### src/rtl/vram_arbiter_if.sv
// Display-fetch, host-write and memory-side signals of the VRAM arbiter.
`timescale 1ns/1ps
interface vram_arbiter_if #(
    parameter int unsigned ADDR_W = 16,
    parameter int unsigned DATA_W = 9
);
    logic              disp_req;
    logic [ADDR_W-1:0] disp_base;
    logic              disp_busy;
    logic [DATA_W-1:0] disp_rdata;
    logic              disp_rvalid;
    logic              disp_last;
    logic              overrun;
    logic              host_valid;
    logic              host_ready;
    logic [ADDR_W-1:0] host_addr;
    logic [DATA_W-1:0] host_wdata;
    logic              mem_en;
    logic              mem_we;
    logic [ADDR_W-1:0] mem_addr;
    logic [DATA_W-1:0] mem_wdata;
    logic [DATA_W-1:0] mem_rdata;

    // Arbiter side
    modport slave (
        input  disp_req, disp_base, host_valid, host_addr, host_wdata, mem_rdata,
        output disp_busy, disp_rdata, disp_rvalid, disp_last, overrun, host_ready,
               mem_en, mem_we, mem_addr, mem_wdata
    );

    // Requester / memory side
    modport master (
        output disp_req, disp_base, host_valid, host_addr, host_wdata, mem_rdata,
        input  disp_busy, disp_rdata, disp_rvalid, disp_last, overrun, host_ready,
               mem_en, mem_we, mem_addr, mem_wdata
    );
endinterface

### src/rtl/vram_arbiter.sv
// Single-port pixel memory arbiter: strict-priority display read bursts,
// host writes fill idle cycles. All memory-side outputs are registered.
`timescale 1ns/1ps
module vram_arbiter #(
    parameter int unsigned ADDR_W    = 16,
    parameter int unsigned DATA_W    = 9,
    parameter int unsigned BURST_LEN = 800
) (
    input  logic          clk,
    input  logic          rst_n,
    vram_arbiter_if.slave bus
);
    localparam int unsigned CNT_W = $clog2(BURST_LEN + 1);
    localparam logic [CNT_W-1:0] LAST_CNT = CNT_W'(BURST_LEN);
    localparam logic [CNT_W-1:0] PEN_CNT  = CNT_W'(BURST_LEN - 1);

    typedef enum logic [0:0] {StIdle, StDisp} state_t;

    state_t            r_state;
    logic [ADDR_W-1:0] r_base;
    logic [CNT_W-1:0]  r_count;
    logic              r_final;
    logic              r_busy;
    logic              r_rvalid;
    logic              r_last;
    logic              r_overrun;
    logic              r_mem_en;
    logic              r_mem_we;
    logic [ADDR_W-1:0] r_mem_addr;
    logic [DATA_W-1:0] r_mem_wdata;

    logic w_host_ready;

    // Host may only write while idle and no display request is pending
    always_comb begin
        w_host_ready = (r_state == StIdle) && !bus.disp_req;
    end

    // Arbitration FSM with registered memory and status outputs
    always_ff @(posedge clk or negedge rst_n) begin
        if (!rst_n) begin
            r_state     <= StIdle;
            r_base      <= '0;
            r_count     <= '0;
            r_final     <= 1'b0;
            r_busy      <= 1'b0;
            r_rvalid    <= 1'b0;
            r_last      <= 1'b0;
            r_overrun   <= 1'b0;
            r_mem_en    <= 1'b0;
            r_mem_we    <= 1'b0;
            r_mem_addr  <= '0;
            r_mem_wdata <= '0;
        end else begin
            // Data returns one cycle after each issued read
            r_rvalid  <= r_mem_en && !r_mem_we;
            r_last    <= r_mem_en && !r_mem_we && r_final;
            r_mem_en  <= 1'b0;
            r_overrun <= 1'b0;
            unique case (r_state)
                StIdle: begin
                    if (bus.disp_req) begin
                        // First read of the burst issues straight away
                        r_state    <= StDisp;
                        r_base     <= bus.disp_base;
                        r_count    <= CNT_W'(1);
                        r_final    <= (BURST_LEN == 1);
                        r_busy     <= 1'b1;
                        r_mem_en   <= 1'b1;
                        r_mem_we   <= 1'b0;
                        r_mem_addr <= bus.disp_base;
                    end else if (bus.host_valid) begin
                        r_final     <= 1'b0;
                        r_mem_en    <= 1'b1;
                        r_mem_we    <= 1'b1;
                        r_mem_addr  <= bus.host_addr;
                        r_mem_wdata <= bus.host_wdata;
                    end
                end
                StDisp: begin
                    // Requests during a burst are dropped and flagged
                    r_overrun <= bus.disp_req;
                    if (r_count == LAST_CNT) begin
                        r_state <= StIdle;
                        r_busy  <= 1'b0;
                        r_final <= 1'b0;
                    end else begin
                        r_mem_en   <= 1'b1;
                        r_mem_we   <= 1'b0;
                        r_mem_addr <= r_base + ADDR_W'(r_count);
                        r_count    <= r_count + CNT_W'(1);
                        r_final    <= (r_count == PEN_CNT);
                    end
                end
                default: r_state <= StIdle;
            endcase
        end
    end

    assign bus.host_ready  = w_host_ready;
    assign bus.disp_busy   = r_busy;
    assign bus.disp_rdata  = bus.mem_rdata;
    assign bus.disp_rvalid = r_rvalid;
    assign bus.disp_last   = r_last;
    assign bus.overrun     = r_overrun;
    assign bus.mem_en      = r_mem_en;
    assign bus.mem_we      = r_mem_we;
    assign bus.mem_addr    = r_mem_addr;
    assign bus.mem_wdata   = r_mem_wdata;
endmodule

### src/flat_wrapper.sv
// flat-port wrapper written by rule: the top's interface ports become plain ports
module vram_arbiter_flat 
#(
    parameter int unsigned ADDR_W    = 16,
    parameter int unsigned DATA_W    = 9,
    parameter int unsigned BURST_LEN = 800
)
  (clk, rst_n, bus_disp_req, bus_disp_base, bus_host_valid, bus_host_addr, bus_host_wdata, bus_mem_rdata, bus_disp_busy, bus_disp_rdata, bus_disp_rvalid, bus_disp_last, bus_overrun, bus_host_ready, bus_mem_en, bus_mem_we, bus_mem_addr, bus_mem_wdata);
  vram_arbiter_if #(.ADDR_W(ADDR_W), .DATA_W(DATA_W)) bus_i ();
  input  logic clk;
  input  logic rst_n;
  input wire logic [$bits(bus_i.disp_req)-1:0] bus_disp_req;
  input wire logic [$bits(bus_i.disp_base)-1:0] bus_disp_base;
  input wire logic [$bits(bus_i.host_valid)-1:0] bus_host_valid;
  input wire logic [$bits(bus_i.host_addr)-1:0] bus_host_addr;
  input wire logic [$bits(bus_i.host_wdata)-1:0] bus_host_wdata;
  input wire logic [$bits(bus_i.mem_rdata)-1:0] bus_mem_rdata;
  output wire logic [$bits(bus_i.disp_busy)-1:0] bus_disp_busy;
  output wire logic [$bits(bus_i.disp_rdata)-1:0] bus_disp_rdata;
  output wire logic [$bits(bus_i.disp_rvalid)-1:0] bus_disp_rvalid;
  output wire logic [$bits(bus_i.disp_last)-1:0] bus_disp_last;
  output wire logic [$bits(bus_i.overrun)-1:0] bus_overrun;
  output wire logic [$bits(bus_i.host_ready)-1:0] bus_host_ready;
  output wire logic [$bits(bus_i.mem_en)-1:0] bus_mem_en;
  output wire logic [$bits(bus_i.mem_we)-1:0] bus_mem_we;
  output wire logic [$bits(bus_i.mem_addr)-1:0] bus_mem_addr;
  output wire logic [$bits(bus_i.mem_wdata)-1:0] bus_mem_wdata;
  assign bus_i.disp_req = bus_disp_req;
  assign bus_i.disp_base = bus_disp_base;
  assign bus_i.host_valid = bus_host_valid;
  assign bus_i.host_addr = bus_host_addr;
  assign bus_i.host_wdata = bus_host_wdata;
  assign bus_i.mem_rdata = bus_mem_rdata;
  assign bus_disp_busy = bus_i.disp_busy;
  assign bus_disp_rdata = bus_i.disp_rdata;
  assign bus_disp_rvalid = bus_i.disp_rvalid;
  assign bus_disp_last = bus_i.disp_last;
  assign bus_overrun = bus_i.overrun;
  assign bus_host_ready = bus_i.host_ready;
  assign bus_mem_en = bus_i.mem_en;
  assign bus_mem_we = bus_i.mem_we;
  assign bus_mem_addr = bus_i.mem_addr;
  assign bus_mem_wdata = bus_i.mem_wdata;
  vram_arbiter #(.ADDR_W(ADDR_W), .DATA_W(DATA_W), .BURST_LEN(BURST_LEN)) u_core (.clk(clk), .rst_n(rst_n), .bus(bus_i));
endmodule
### config.mk
export PLATFORM = sky130hd
export DESIGN_NAME = vram_arbiter_flat
export DESIGN_NICKNAME = d
export VERILOG_FILES = /design/src/rtl/vram_arbiter_if.sv /design/src/rtl/vram_arbiter.sv /design/src/flat_wrapper.sv
export SDC_FILE = /design/constraint.sdc
export NUM_CORES = 1
export LEC_CHECK = 0
export CAP_MARGIN = 15
export CORE_MARGIN = 4
export CORE_UTILIZATION = 45
export CTS_BUF_LIST = sky130_fd_sc_hd__clkbuf_8
export DETAILED_ROUTE_END_ITERATION = 6
export HOLD_SLACK_MARGIN = 0.12
export PLACE_DENSITY = 0.77
export SLEW_MARGIN = 0
export SYNTH_ARGS = -nofsm -noshare
export SYNTH_HDL_FRONTEND = slang
export SYNTH_SLANG_ARGS = --single-unit
export TNS_END_PERCENT = 10
### constraint.sdc
create_clock -name clk -period 2.3 [get_ports clk]
set_clock_uncertainty 0.2 [all_clocks]
set_input_delay 0.345 -clock clk [delete_from_list [all_inputs] [get_ports clk]]
set_output_delay 0.345 -clock clk [all_outputs]
set_load 0.05 [all_outputs]
**After elaboration in Yosys (flattened, before gate mapping)**

Index checks and enable logic that the tools add are counted.

- Bits in registers: 59
- Word-level logic and storage cells: 57

- Muxes and demuxes: 25
- Reductions and logical operators: 10
- Bitwise logic cells: 2
- Add/sub/neg operators: 2
- Equal/unequal tests: 6

Operators with widths:

| operator | count |
|---|---|
| $mux W16 | 3 |
| $pmux W16 S2 | 1 |
| $eq A10 B10 Y1 const B | 2 |
| $mux W10 | 2 |
| $pmux W10 S2 | 1 |
| $add A16 B10 Y16 | 1 |
| $mux W1 | 13 |
| $add A10 B1 Y10 const B | 1 |
| $pmux W1 S2 | 5 |
| $reduce_and A2 Y1 | 4 |
| $ne A2 B2 Y1 const B | 3 |
| $logic_and A1 B1 Y1 | 3 |
| $ne A3 B3 Y1 const B | 1 |
| $reduce_and A3 Y1 | 1 |
| $logic_not A1 Y1 | 2 |
| $not A1 Y1 | 2 |

**Longest topological paths before layout**

- Word-level depth: 3
- Gate-level depth with buffers: 9
- Mapped depth without buffers: 9

**Least setup slack after synthesis**

No wires, ideal clock.

- Kind: flip-flop to flip-flop
- Start: register u_core.r_count[0]
- End: register u_core.r_mem_addr[12], in the netlist u_core.bus.mem_addr[12]
- Buffers on the path: 0
- Path slack: -73 ps
- Period minus slack after synthesis: 2373 ps
- Data arrival time: 2031 ps
- Stages on the path, launching flop included: 9
- Cells stage by stage: dfrtp_1 > ha_1 > fa_1 > a211oi_1 > nor2_1 > a221oi_2 > nor2_1 > xnor2_1 > o221ai_1

- Word-level cells in the longest chain between the ends: 3

RTL lines:

| item | RTL line | text |
|---|---|---|
| start: declaration | vram_arbiter.sv:21 | `logic [CNT_W-1:0] r_count;` |
| start signal: assignment | vram_arbiter.sv:91 | `r_count <= r_count + CNT_W'(1);` |
| $add A16 B10 Y16 or $eq A10 B10 Y1 (tied branches) | vram_arbiter.sv:90, vram_arbiter.sv:83 |  |
| $mux W16 or $ne A2 B2 Y1 (tied branches) | -- |  |
| $pmux W16 S2 or $reduce_and A2 Y1 (tied branches) | -- |  |
| end signal: assignment | vram_arbiter.sv:71 | `r_mem_addr <= bus.disp_base;` |
| end signal: assignment | vram_arbiter.sv:76 | `r_mem_addr <= bus.host_addr;` |
| end signal: assignment | vram_arbiter.sv:90 | `r_mem_addr <= r_base + ADDR_W'(r_count);` |
| end: declaration | vram_arbiter.sv:29 | `logic [ADDR_W-1:0] r_mem_addr;` |

Several ways; a longest one is shown, not always the timed one. The select of a mux whose other input is x is not followed.
A chain may end at the register's enable or synchronous reset.

**Final worst setup path**

Same ends and word-level chain as after synthesis.

==> results.py <==
metrics = {
    "clocking": {
        "clock_sinks": 59,
        "clk-insertion-delay-late_ps": 340,
        "cts_root_buf": "clkbuf_8",
        "cts_buffer_depth": 2,
        "cts-buffers-inserted": 9,
        "clkTransAtPathRegs_ps": 70,
        "h-tree-depth": 3,
        "cts_tree": "yes",
    },
    "global_route": {
        "grt_pass1_vias": 3014,
        "track_usage_pct": 20.7,
        "gr-total-overflow": 0,
        "grt_max_degree": 60,
        "antenna_found_initial": 0,
        "grt_pass1_wl_um": 14300,
    },
    "setup_path": {
        "crit_top_cell": "nor2_2",
        "slowest_delay_ps": 390,
        "slowest_stage": "dfrtp_1",
        "r2r-start": "u_core.r_count[0]",
        "path_max_fanout": 3,
        "crit_chain": "ha_2 -> fa_2 -> a211oi_2 -> nor2_2 -> a221oi_4 -> nor2_2 -> xnor2_1 -> o221ai_1",
        "startpoint": "u_core.r_count[0]",
        "cp.depth": 8,
        "cp-start-kind": "flop",
        "crit_type": "reg2reg",
        "crit_family": "compound AO/OA/AOI/OAI gates",
        "critPathRequiredTime_ps": 2310,
        "arrival_ps": 2310,
        "worst_r2r_endpoint": "u_core.bus.mem_addr[12]",
        "reg2regPathDepth": 8,
        "reg2reg_slack_ps": 1,
        "cp-endpoint": "u_core.bus.mem_addr[12]",
        "cp.buffers_inverters": 0,
        "end_kind": "flop",
    },
    "sta": {
        "layout_setup_ws_ps": 1.26,
        "fin_hold_ws_ps": 276,
        "timing.fmax_mhz": 435,
        "finalSetupViolCount": 0,
        "hold_viol": 0,
        "max_slew_margin_pct": 66.3,
        "min_period_ps": 2300,
        "slew_viol_final": 0,
        "rsz0062_at_grt": "yes",
        "tightest_slew_ps": 505,
        "period_share_pct": 99.9,
    },
    "synth": {
        "synth_edf_count": 0,
        "async_flop_share_pct": 100,
        "ys.warnings.count": 0,
        "syn_inst": 358,
        "synth_ff_type": "dfrtp_1",
        "ys_seq_elements": 59,
        "ys_seq_area_share_pct": 44.5,
        "syn_avg_cell_area_um2": 9.27,
        "mappedNetlistNets": 425,
        "synthesis.area_um2": 3320,
        "yosysUniqueCellTypes": 49,
    },
    "hold_path": {
        "hold_class": "reg2reg",
    },
    "detailed_routing": {
        "routed_wirelength_um": 8720,
        "via_count": 2899,
        "wl_per_cell_um": 15.8,
        "drc_errors": 0,
        "routed_via_density": 5.24,
        "first_iter_violations": 124,
        "final_antenna_net_count": 0,
        "firstDrtPassIters": 4,
    },
    "placed_design": {
        "place_congestion": 0.900,
        "dpl_worst_slack_ps": -120,
        "port_buffers": 76,
        "dp_hpwl_um": 6360,
        "place_area_um2": 4290,
    },
    "power_and_ir_drop": {
        "sw_frac_of_total_pct": 40.0,
        "p_sw_mw": 1.67,
        "finalPower_mw": 4.19,
        "internal-power_mw": 2.51,
        "pwr-share-comb_pct": 43.6,
        "ir_drop_uv": 465,
        "clkPwrFrac_pct": 23.1,
        "power.density_nw_per_um2": 919,
        "p_leak_nw": 2.01,
        "p_seq_share_pct": 33.3,
    },
    "layout": {
        "drive_above_1_share_pct": 17.2,
        "area_delta_synth_final_pct": 37.2,
        "insertedDiodeCount": 0,
        "fin_area_um2": 4550,
        "post-route-util_pct": 63.1,
        "final_nets": 516,
    },
    "die": {
        "die_h_um": 93.9,
        "core-area_um2": 7210,
        "die_width_um": 93.9,
        "ios": 95,
        "row_count": 31,
        "initial_utilization_pct": 46.0,
        "die_area_um2": 8810,
    },
    "run_status": {
        "status": "finished clean",
    },
    "flow_run": {
        "max_cap_viol_count": 0,
    },
}
-- power groups by stage --
stage	logic (mW)	registers [mW]	clock network, mW
after detailed placement	1.76	1.41	0
after floorplan	0.758	1.79	0
after global routing	1.97	1.42	1.03
after CTS	1.80	1.39	0.978
after global placement	1.73	1.40	0
final	1.82	1.39	0.969
-- layer usage --
metal | part of all wire (%) | routed length, um | vias to the layer above | global-route usage [%]
met3 | 4.1 | 355 | 13 | 4.01
met1 | 44 | 3800 | 1405 | 26.9
met2 | 51 | 4450 | 63 | 35.0
met4 | 1.3 | 115 | 0 | 6.02
li1 | - | - | 1418 | -
met5 | 0 | 0 | - | 0
-- cell type report --
cell class | instances | area [um2]
clock inverters | 7 | 76.3
multi-input cells | 268 | 1720
flip-flops and latches | 59 | 1480
clock buffers | 9 | 124
repair buffers | 104 | 1000
fillers | 621 | 2660
well taps | 99 | 124
inverters | 7 | 26.3
-- metrics by stage --
| step | setup TNS, ps | instances |
|---|---|---|
| global route | -398 | 553 |
| CTS | 0 | 553 |
| finish | 0 | 553 |
| detailed placement | -190 | 535 |
| global placement | -102 | 535 |
| floorplan | -29.1 | 358 |
-- cell usage after synthesis, types with 2 or more instances --
| cell type | number | share of area (%) |
|---|---|---|
| a211oi_1 | 5 | 1.1 |
| a21o_1 | 4 | 0.91 |
| a21oi_1 | 24 | 3.6 |
| a31oi_1 | 3 | 0.57 |
| and2_1 | 4 | 0.75 |
| and4_1 | 2 | 0.53 |
| buf_2 | 5 | 0.75 |
| buf_4 | 10 | 2.3 |
| clkbuf_1 | 8 | 0.91 |
| dfrtp_1 | 59 | 44 |
| ha_1 | 12 | 4.5 |
| inv_1 | 7 | 0.79 |
| mux2_2 | 10 | 3.4 |
| mux2i_1 | 11 | 3.3 |
| nand2_1 | 64 | 7.2 |
| nand2b_1 | 2 | 0.38 |
| nand3_1 | 3 | 0.45 |
| nand4_1 | 7 | 1.3 |
| nor2_1 | 35 | 4.0 |
| nor2b_1 | 4 | 0.75 |
| nor3_1 | 5 | 0.75 |
| nor3b_1 | 2 | 0.45 |
| o21ai_0 | 27 | 4.1 |
| o22ai_1 | 4 | 0.75 |
| or3_1 | 4 | 0.75 |
| xnor2_1 | 6 | 1.6 |
| xor2_1 | 9 | 2.4 |
-- cell usage in the layout, fill, tap and decap left out, drive strengths merged, types with 2 or more instances in the layout --
master / synthesis / final
o22ai: 4 / 4
clkinv: 0 / 2
and2: 5 / 5
clkinvlp: 0 / 2
o21ai: 27 / 27
xnor2: 6 / 6
inv: 7 / 9
dfrtp: 59 / 59
nor3b: 2 / 2
nor2: 35 / 35
a211oi: 5 / 5
mux2i: 11 / 11
nor3: 5 / 5
xor2: 9 / 9
nand3: 4 / 4
nand2: 65 / 65
and4: 2 / 2
a21o: 5 / 5
nand2b: 2 / 2
nor2b: 4 / 4
buf: 15 / 29
ha: 12 / 12
clkdlybuf4s50: 0 / 74
mux2: 10 / 10
nand4: 7 / 7
a21oi: 25 / 25
a31oi: 3 / 3
clkbuf: 9 / 9
or3: 4 / 4
-- worst min path at each step --
stage | to | cells past startpoint | start | slack, ps
global route | u_core.bus.disp_last | 1 | u_core.r_final | 310
finish | u_core.bus.disp_rvalid | 1 | u_core.bus.mem_we | 280
CTS | u_core.bus.disp_rvalid | 1 | u_core.bus.mem_we | 290
global placement | u_core.bus.mem_addr[8] | 2 | rst_n | 170
detailed placement | u_core.bus.mem_addr[8] | 2 | rst_n | 180
floorplan | u_core.bus.disp_busy | 0 | rst_n | -150
-- worst register-to-register path, cell delays in order (launching register included) --
cell	delay, ps
dfrtp_1	390
ha_2	210
fa_2	350
a211oi_2	250
nor2_2	100
a221oi_4	340
nor2_2	80
xnor2_1	140
o221ai_1	120
-- repair_timing --
item | 4_1_cts | 5_1_grt
hold buffers | 1 | 0
pin swaps | 3 | 7
resized for setup | 3 | 15
setup endpoints to repair | 3 | 12
setup buffers | 1 | 0
endpoints found under the hold margin | 59 | 0
-- logic make-up after synthesis --
family	after synthesis	synth area share (%)
AO/OA/AOI/OAI	77	14.4
AND/OR/NAND/NOR	142	20.2
buffers and inverters	31	5.13
flip-flops	59	44.5
XOR/XNOR	15	3.96
adder cells (fa/ha/maj)	13	5.13
multiplexers	21	6.71
-- state kept, by name, indices dropped and copies added, names as in the netlist --
name	flops
u_core.bus.mem_addr	16
u_core.r_base	16
u_core.r_count	10
u_core.bus.mem_wdata	9
u_core.bus.disp_busy	1
u_core.bus.disp_last	1
u_core.bus.disp_rvalid	1
u_core.bus.mem_en	1
u_core.bus.mem_we	1
u_core.bus.overrun	1
u_core.r_final	1
u_core.r_state	1
Power figures use the tool's default switching activity.
